`src/rtl/sipo_frame_rx.sv`:
```
// sipo_frame_rx: serial-to-parallel frame receiver for the shift-register serial link.
// Frame on sdi = start bit (0), WIDTH data bits, optional even-parity bit, stop bit (1).
// The line is sampled only on clocks where bit_en=1. Good words are held in a one-word
// output buffer with a valid/ready handshake. Framing errors and overruns are flagged
// as single-cycle pulses.
// Optional feature: define SIPO_FRAME_RX_PARITY_EN to add the parity bit and the parity_err port.
module sipo_frame_rx #(
    parameter int WIDTH     = 8,
    parameter bit MSB_FIRST = 1'b1
) (
    input  logic             clk,
    input  logic             rst_n,
    input  logic             bit_en,
    input  logic             sdi,
    output logic [WIDTH-1:0] dout,
    output logic             dout_valid,
    input  logic             dout_ready,
    output logic             frame_err,
    output logic             overrun,
`ifdef SIPO_FRAME_RX_PARITY_EN
    output logic             parity_err,
`endif
    output logic             busy
);

    localparam int CW = (WIDTH > 1) ? $clog2(WIDTH) : 1;
    localparam logic [CW-1:0] LAST_BIT = CW'(WIDTH - 1);

    typedef enum logic [1:0] {
        IDLE   = 2'd0,
        DATA   = 2'd1,
        PARITY = 2'd2,
        STOP   = 2'd3
    } state_t;

    state_t            state_q, state_d;
    logic [CW-1:0]     cnt_q, cnt_d;
    logic [WIDTH-1:0]  shreg_q, shreg_d;
    logic [WIDTH-1:0]  dout_q, dout_d;
    logic              dout_valid_q, dout_valid_d;
    logic              frame_err_q, frame_err_d;
    logic              overrun_q, overrun_d;
    logic              stop_sample;
    logic              par_bad;
    logic              word_good;
`ifdef SIPO_FRAME_RX_PARITY_EN
    logic              par_q, par_d;
    logic              parity_err_q, parity_err_d;
`endif

    // State register: every flop of the receiver, cleared asynchronously by rst_n
    always_ff @(posedge clk or negedge rst_n) begin
        if (!rst_n) begin
            state_q      <= IDLE;
            cnt_q        <= '0;
            shreg_q      <= '0;
            dout_q       <= '0;
            dout_valid_q <= 1'b0;
            frame_err_q  <= 1'b0;
            overrun_q    <= 1'b0;
`ifdef SIPO_FRAME_RX_PARITY_EN
            par_q        <= 1'b0;
            parity_err_q <= 1'b0;
`endif
        end else begin
            state_q      <= state_d;
            cnt_q        <= cnt_d;
            shreg_q      <= shreg_d;
            dout_q       <= dout_d;
            dout_valid_q <= dout_valid_d;
            frame_err_q  <= frame_err_d;
            overrun_q    <= overrun_d;
`ifdef SIPO_FRAME_RX_PARITY_EN
            par_q        <= par_d;
            parity_err_q <= parity_err_d;
`endif
        end
    end

    // Next-state logic: frame sequencing, bit counting and shifting, all frozen while bit_en=0
    always_comb begin
        state_d = state_q;
        cnt_d   = cnt_q;
        shreg_d = shreg_q;
`ifdef SIPO_FRAME_RX_PARITY_EN
        par_d   = par_q;
`endif
        case (state_q)
            IDLE: begin
                if (bit_en && !sdi) begin
                    state_d = DATA;
                    cnt_d   = '0;
                end
            end
            DATA: begin
                if (bit_en) begin
                    if (MSB_FIRST) begin
                        shreg_d = {shreg_q[WIDTH-2:0], sdi};
                    end else begin
                        shreg_d = {sdi, shreg_q[WIDTH-1:1]};
                    end
                    if (cnt_q == LAST_BIT) begin
                        cnt_d = '0;
`ifdef SIPO_FRAME_RX_PARITY_EN
                        state_d = PARITY;
`else
                        state_d = STOP;
`endif
                    end else begin
                        cnt_d = cnt_q + CW'(1);
                    end
                end
            end
`ifdef SIPO_FRAME_RX_PARITY_EN
            PARITY: begin
                if (bit_en) begin
                    par_d   = sdi;
                    state_d = STOP;
                end
            end
`endif
            STOP: begin
                if (bit_en) begin
                    state_d = IDLE;
                end
            end
            default: begin
                state_d = IDLE;
            end
        endcase
    end

    // Output logic: stop-bit verdict, one-word buffer with handshake, and the error pulses
    always_comb begin
        stop_sample = (state_q == STOP) && bit_en;
`ifdef SIPO_FRAME_RX_PARITY_EN
        par_bad     = ^{shreg_q, par_q};
`else
        par_bad     = 1'b0;
`endif
        word_good    = stop_sample && sdi && !par_bad;
        dout_d       = dout_q;
        dout_valid_d = dout_valid_q && !dout_ready;
        frame_err_d  = stop_sample && !sdi;
        overrun_d    = 1'b0;
`ifdef SIPO_FRAME_RX_PARITY_EN
        parity_err_d = stop_sample && sdi && par_bad;
`endif
        if (word_good) begin
            if (!dout_valid_q || dout_ready) begin
                dout_d       = shreg_q;
                dout_valid_d = 1'b1;
            end else begin
                overrun_d    = 1'b1;
            end
        end
        busy = (state_q != IDLE);
    end

    assign dout       = dout_q;
    assign dout_valid = dout_valid_q;
    assign frame_err  = frame_err_q;
    assign overrun    = overrun_q;
`ifdef SIPO_FRAME_RX_PARITY_EN
    assign parity_err = parity_err_q;
`endif

endmodule

```
`config.mk`:
```
export PLATFORM = sky130hd
export DESIGN_NAME = sipo_frame_rx
export DESIGN_NICKNAME = d
export VERILOG_FILES = /design/src/rtl/sipo_frame_rx.sv
export SDC_FILE = /design/constraint.sdc
export NUM_CORES = 1
export LEC_CHECK = 0
export CAP_MARGIN = 20
export CELL_PAD_IN_SITES_DETAIL_PLACEMENT = 1
export CELL_PAD_IN_SITES_GLOBAL_PLACEMENT = 2
export CORE_MARGIN = 3
export CORE_UTILIZATION = 30
export CTS_CLUSTER_DIAMETER = 200
export DETAILED_ROUTE_END_ITERATION = 7
export GPL_ROUTABILITY_DRIVEN = 0
export GPL_TIMING_DRIVEN = 0
export PLACE_DENSITY = 0.66
export SETUP_SLACK_MARGIN = 0.5
export SYNTH_ARGS = -nofsm -noshare
export SYNTH_HDL_FRONTEND = slang
export SYNTH_SLANG_ARGS = --single-unit
```
`constraint.sdc`:
```
create_clock -name clk -period 3.9 [get_ports clk]
set_input_delay 0.78 -clock clk [delete_from_list [all_inputs] [get_ports clk]]
set_output_delay 0.78 -clock clk [all_outputs]
set_load 0.03 [all_outputs]
```
==> results by group, run 1 <==
Timing
  – Worst Tran Pin Value: 0.625 ns
  – Skew final: 0.00337 ns
  – Relative slew slack: 58.2%
  – Setup TNS Final: 0 ns
  – Max-slew violation count: 0
  – Peak Freq: 400 MHz
  – Period Utilization, post-route: 64.1%
  – Fin. Hold Viols: 0
  – Final period demand of the worst path: 2.50 ns
  – Unrepaired setup endpoints after global routing: no
  – Final setup fails: 0

Yosys
  – Post-synth EDFFs: 0
  – Synth top area share: 60.5%
  – Synth warn: 0
  – Cell variety after synth: 21
  – Top post-synthesis cells by area: dfrtp_1 61%, mux2_4 12%, mux2_2 9.1%, ha_1 2.5%, and2b_2 1.8%
  – Asr flop ratio synth: 100%
  – Synth area leader: dfrtp_1
  – Predominant post-synthesis flop cell: dfrtp_1
  – Synth cell count leaders: 24 x dfrtp_1, 8 x mux2_2, 8 x mux2_4
  – Mapped Area: 992 µm²
  – Mean Syn Cell Area: 15.0 µm²
  – Seq cells post-synth: 24
  – Synthesized instance count: 66
  – Syn_nets: 73
  – Most numerous cell in the Yosys netlist: dfrtp_1
  – Post-synthesis sequential area ratio: 60.5%

Final layout
  – P&R area growth vs syn: 25.5%
  – Ant diodes: 0
  – Layout Nets: 95
  – Fraction of layout cells with a size suffix above 1: 32.6%

Drt
  – ANT nets after route: 0
  – Vias/cell: 4.41
  – Drt wl/cell: 12.8 µm
  – Vias: 573
  – DRT Pass-1 Iters: 2
  – DRC Markers: 0
  – Total length of routed wires: 1670 µm
  – DRT iter0 DRCs: 10

Worst hold path
  – Worst hold start: shreg_q[7]$_DFFE_PN0P_
  – Hold Path Stages: 1
  – Hold EP: dout[7]$_DFFE_PN0P_
  – Hold WC Path Type: flop to flop

Floorplanning
  – Height of the die: 63.5 µm
  – Cell Rows: 20
  – Initial Util: 32.0%
  – # IOs: 17
  – Area of the die: 0.00403 mm²
  – Width of the die: 63.5 µm
  – Core Region: 0.00310 mm²

Outcome
  – Status: finished clean

CTS
  – Clock slew at reported path FFs: 0.12 ns
  – CTS Sinks: 24
  – Hold_buf cts: 0
  – Worst-Skew Late Latency: 0.30 ns
  – Clock root cell: clkbuf_4
  – H-tree levels: 1
  – Max Root-Sink Buffers: 2
  – Post-CTS setup buffers: 0
  – Resize count post-CTS: 0
  – Inserted Clock Buffers: 3
  – CTS tree: built

GRT
  – Tot GR Track Use: 9.46%
  – Number of global-route vias before repair: 646
  – Antenna violations before repair: 0
  – Largest net degree at the start of global routing: 25
  – First-pass GRT wire length: 3020 µm
  – GR Overflow Total: 0

Critical path
  – Startpoint types: flop
  – CP peak stage delay: 0.60 ns
  – Worst Path Buf+Inv: 2
  – Crit Path Class: flop to primary output
  – Worst R2R Path Depth: 5
  – Worst Path Max Fanout: 8
  – CP cell instances: buf_2 -> or2_2 -> clkdlybuf4s50_1
  – Delay-heaviest family, CP: buffers and inverters
  – R2r setup slk: 2.50 ns
  – CP Data Required Time: 3.12 ns
  – Slowest cell on crit path: clkdlybuf4s50_1
  – Critical Path End Type: primary output
  – CP arrival: 1.72 ns
  – Worst R2R Start: state_q[0]$_DFFE_PN0P_
  – RR Endpoint: dout[7]$_DFFE_PN0P_

Power
  – Pwr Density: 687 mW/mm²
  – Pleak: 0.562 nW
  – VDD IR max: 0.185 mV
  – Total power: 0.000855 W

Placed design
  – Hpwl dp: 1180 µm
  – Buffers on Ports: 16

Job
  – Max cap viols: 0
## worst reg2reg max path: stages, from the launching register on
cell     delay, ns
dfrtp_1       0.34
buf_2         0.19
nand4_2       0.15
nor2b_2       0.15
buf_6         0.17
mux2_4        0.31
## power by group
part           internal, W  switching, W
sequential        0.000342     0.0000577
clock            0.0000360     0.0000687
combinational     0.000190      0.000161
total             0.000568      0.000287
## sequential cells by signal (all words and copies together), names as in the netlist
register	count
dout_valid	1
dout	8
state_q	2
cnt_q	3
overrun	1
shreg_q	8
frame_err	1
## cells in the final DEF, fill, tap and decap left out
| cell | count |
|---|---|
| nand3_1 | 1 |
| dfrtp_1 | 24 |
| nor2_1 | 3 |
| nand2b_1 | 1 |
| mux2_2 | 8 |
| mux2_4 | 8 |
| ha_1 | 2 |
| and2b_2 | 2 |
| nor2b_2 | 1 |
| nand4_2 | 1 |
| o21ai_0 | 2 |
| buf_8 | 1 |
| a21oi_1 | 3 |
| a32o_1 | 1 |
| or2_2 | 1 |
| inv_1 | 1 |
| nand2_1 | 2 |
| nand3b_2 | 1 |
| clkdlybuf4s50_1 | 16 |
| nor2b_1 | 1 |
| buf_6 | 1 |
| clkbuf_4 | 3 |
| buf_2 | 1 |
| a22o_1 | 1 |
## cell families (layout without fill, tap and decap cells)
kind of cell	count (synthesis)	count (layout)	synth area share, %
buffers and inverters	3	23	2.02
AO/OA/AOI/OAI	7	7	4.41
multiplexers	16	16	21.2
adder cells (fa/ha/maj)	2	2	2.52
AND/OR/NAND/NOR	14	14	9.33
flip-flops	24	24	60.5
## worst max-delay path by stage
| stage | end | cells past startpoint | slack, ns | startpoint |
|---|---|---|---|---|
| detailed placement | dout[6]$_DFFE_PN0P_ | 5 | 1.55 | bit_en |
| CTS | busy | 3 | 1.38 | state_q[0]$_DFFE_PN0P_ |
| floorplan | dout[0]$_DFFE_PN0P_ | 4 | 2.27 | dout_ready |
| global route | busy | 3 | 1.33 | state_q[0]$_DFFE_PN0P_ |
| finish | busy | 3 | 1.40 | state_q[0]$_DFFE_PN0P_ |
| global placement | dout[7]$_DFFE_PN0P_ | 5 | 1.59 | bit_en |
## routing by layer
layer	wire length (µm)	global-route usage [%]
met4	13	3.23
met2	742	15.4
met5	0	0
met1	832	12.0
met3	80	2.67
## layout make-up
type                            count  area (µm²)
Timing Repair Buffer               17         175
Buffer                              2        16.3
Multi-Input combinational cell     39         372
Fill cell                         351        1860
Sequential cell                    24         601
Inverter                            1        3.75
Tap cell                           44        55.1
Clock buffer                        3        22.5
## stage by stage
stage,cell area (µm²),util (%),hold slack [ns],setup slack (ns),std cells
6_report,1240,40.1,0.522,1.40,130
5_1_grt,1240,40.1,0.548,1.33,130
4_1_cts,1230,39.6,0.531,1.38,129
3_5_place_dp,1210,38.9,0.496,1.55,126
3_3_place_gp,1210,38.9,0.482,1.59,126
2_1_floorplan,992,-,0.468,2.27,66
(Power assumes the default switching activity.)
==> run 2: changes to the inputs <==
- clock period: 3.9 -> 2.3 ns (I/O delays scaled with it)
==> run 2 against run 1 <==
  * Clock power increased by 72%
  * First-iteration DRC count increased by 20%
  * Routed wire length decreased by 0.78%
  * Die area unchanged
  * Clock-buffer cell count unchanged
  * Power increased by 65%
  * Sequential cell count unchanged
  * Global-route usage unchanged
  * Critical path type unchanged
==> results by group, run 2 (synthesis results as in run 1) <==
Critical path
  – Slowest cell on crit path: dfrtp_1
  – R2r setup slk: 0.94 ns (-1.56 ns)
  – Worst R2R Start: state_q[0]$_DFFE_PN0P_
  – RR Endpoint: dout[7]$_DFFE_PN0P_
  – Worst R2R Path Depth: 5 (unchanged)
  – Critical path origin: state_q[0]$_DFFE_PN0P_
  – Worst Path Max Fanout: 8 (unchanged)
  – CP arrival: 1.29 ns (-0.43 ns)
  – Startpoint types: flop
  – CP Data Required Time: 1.84 ns (-1.28 ns)
  – Setup crit end: busy
  – Most frequent CP cell: buf_4
  – Critical Path End Type: primary output
  – Crit Path Class: flop to primary output
  – CP peak stage delay: 0.38 ns (-0.22 ns)
  – CP cell instances: buf_4 -> or2_2 -> buf_4

GRT
  – Met1 usage in global routing: 11.9% (-0.11 points)
  – Number of global-route vias before repair: 652 (+0.93%)
  – GR Overflow Total: 0 (unchanged)
  – Met2 layer usage reported by global route: 15.6% (+0.26 points)
  – Tot GR Track Use: 9.46% (unchanged)
  – Largest net degree at the start of global routing: 25 (unchanged)
  – Antenna violations before repair: 0 (unchanged)
  – Most used routing layer: met2
  – Met3 Use GR: 2.50% (-0.18 points)
  – First-pass GRT wire length: 3020 µm (-0.23%)

CTS
  – CTS Sinks: 24 (unchanged)
  – CTS tree: built
  – Clock root cell: clkbuf_4
  – Clock slew at reported path FFs: 0.13 ns (about the same)
  – Inserted Clock Buffers: 3 (unchanged)
  – Max Root-Sink Buffers: 2 (unchanged)
  – Post-CTS setup buffers: 0 (unchanged)
  – Worst-Skew Late Latency: 0.30 ns (about the same)
  – H-tree levels: 1 (unchanged)

Drt
  – Drt wl/cell: 12.7 µm (-0.78%)
  – DRT Pass-1 Iters: 3 (+1)
  – ANT nets after route: 0 (unchanged)
  – Vias: 573 (unchanged)
  – Vias/cell: 4.41 (unchanged)
  – DRT iter0 DRCs: 12 (+2)
  – DRC Markers: 0 (unchanged)
  – Total length of routed wires: 1660 µm (-0.78%)

Final layout
  – Multi-input logic area: 372 µm² (unchanged)
  – Register area: 601 µm² (unchanged)
  – Post-Layout Cell Count: 130 (unchanged)
  – Fraction of layout cells with a size suffix above 1: 33.7% (+1.2 points)
  – Layout Nets: 95 (unchanged)
  – Ant diodes: 0 (unchanged)
  – Most common cell after layout, fill and taps aside: dfrtp_1
  – P&R area growth vs syn: 24.8%
  – Commonest cells after routing, fill and taps aside: 24 x dfrtp_1, 9 x dlygate4sd2_1, 8 x mux2_4, 8 x mux2_2, 4 x clkdlybuf4s50_1
  – Fillers: 351 (unchanged)

Timing
  – Unrepaired setup endpoints after global routing: no
  – Skew final: 0.00146 ns (-0.00191 ns)
  – Max-slew violation count: 0 (unchanged)
  – Setup TNS Final: 0 ns (unchanged)
  – Final period demand of the worst path: 1.75 ns
  – Period Utilization, post-route: 75.9%
  – Worst Tran Pin Value: 0.610 ns (-0.0152 ns)
  – Relative slew slack: 59.2% (+1.0 points)
  – Fin. Hold Viols: 0 (unchanged)
  – Final setup fails: 0 (unchanged)
  – Peak Freq: 573 MHz

Power
  – VDD IR max: 0.315 mV (+70%)
  – Total power: 0.00141 W (+65%)
  – Pwr Density: 1140 mW/mm² (+66%)
  – Pleak: 0.639 nW (+14%)

Floorplanning
  – Cell Rows: 20 (unchanged)
  – # IOs: 17 (unchanged)
  – Core Region: 0.00310 mm² (unchanged)
  – Height of the die: 63.5 µm (unchanged)
  – Width of the die: 63.5 µm (unchanged)
  – Initial Util: 32.0% (unchanged)
  – Area of the die: 0.00403 mm² (unchanged)

Job
  – Max cap viols: 0 (unchanged)

Worst hold path
  – Hold WC Path Type: input port to asynchronous set/reset pin

Placed design
  – Placed Cells: 126 (unchanged)
  – Hpwl dp: 1180 µm (unchanged)
  – Buffers on Ports: 16 (unchanged)

Outcome
  – Status: finished clean
[run 2: cell count changes in the layout (fill, tap and decap cells not counted)]
cell             change
buf_2                -1
buf_4                +2
clkdlybuf4s50_1     -12
dlygate4sd2_1        +9
dlymetal6s2s_1       +2
[run 2: through the flow]
stage	hold WS, ns	util [%]	instance area, µm²	worst slack (ns)
floorplan	0.164	-	992	0.973
global placement	0.482	38.9	1210	0.308
detailed placement	0.496	38.9	1210	0.272
CTS	0.527	39.1	1210	0.513
global route	0.543	39.9	1240	0.501
finish	0.520	39.9	1240	0.555
[run 2: power breakdown]
part | switching [W] | leakage [nW] | internal (W)
logic | 0.000272 | 0.317 | 0.000283
clock network | 0.000120 | 0.0138 | 0.0000610
registers | 0.0000959 | 0.308 | 0.000580
[run 2: how the worst min path moves through the flow]
stage / to / slack [ns] / cells past startpoint
floorplan: cnt_q[0]$_DFFE_PN0P_ / 0.16 / 0
global placement: cnt_q[2]$_DFFE_PN0P_ / 0.48 / 1
detailed placement: dout[6]$_DFFE_PN0P_ / 0.50 / 1
CTS: dout[3]$_DFFE_PN0P_ / 0.53 / 1
global route: dout[3]$_DFFE_PN0P_ / 0.54 / 1
finish: shreg_q[5]$_DFFE_PN0P_ / 0.52 / 1
[run 2: per-layer routing]
| layer | vias up | share of wire [%] |
|---|---|---|
| met5 | - | 0 |
| li1 | 271 | - |
| met4 | 0 | 0.79 |
| met1 | 290 | 48 |
| met2 | 10 | 46 |
| met3 | 2 | 5.0 |
[run 2: worst max-delay path: cells and delay by family, from the launching register on]
kind	cells	cell delay [ns]
flip-flops	1	0.38
buffers and inverters	2	0.33
AND/OR/NAND/NOR	1	0.27
[run 2: repair_timing]
| item | 4_1_cts | 5_1_grt |
|---|---|---|
| resized for setup | 14 | 6 |
| hold buffers | 0 | 0 |
| setup endpoints to repair | 10 | 3 |
[run 2: area by class of cell]
type | count | area share (%)
flip-flops and latches | 24 | 48.5
multi-input cells | 39 | 30.0
repair buffers | 17 | 13.4
well taps | 44 | 4.44
clock buffers | 3 | 1.82
plain buffers | 2 | 1.52
inverters | 1 | 0.303
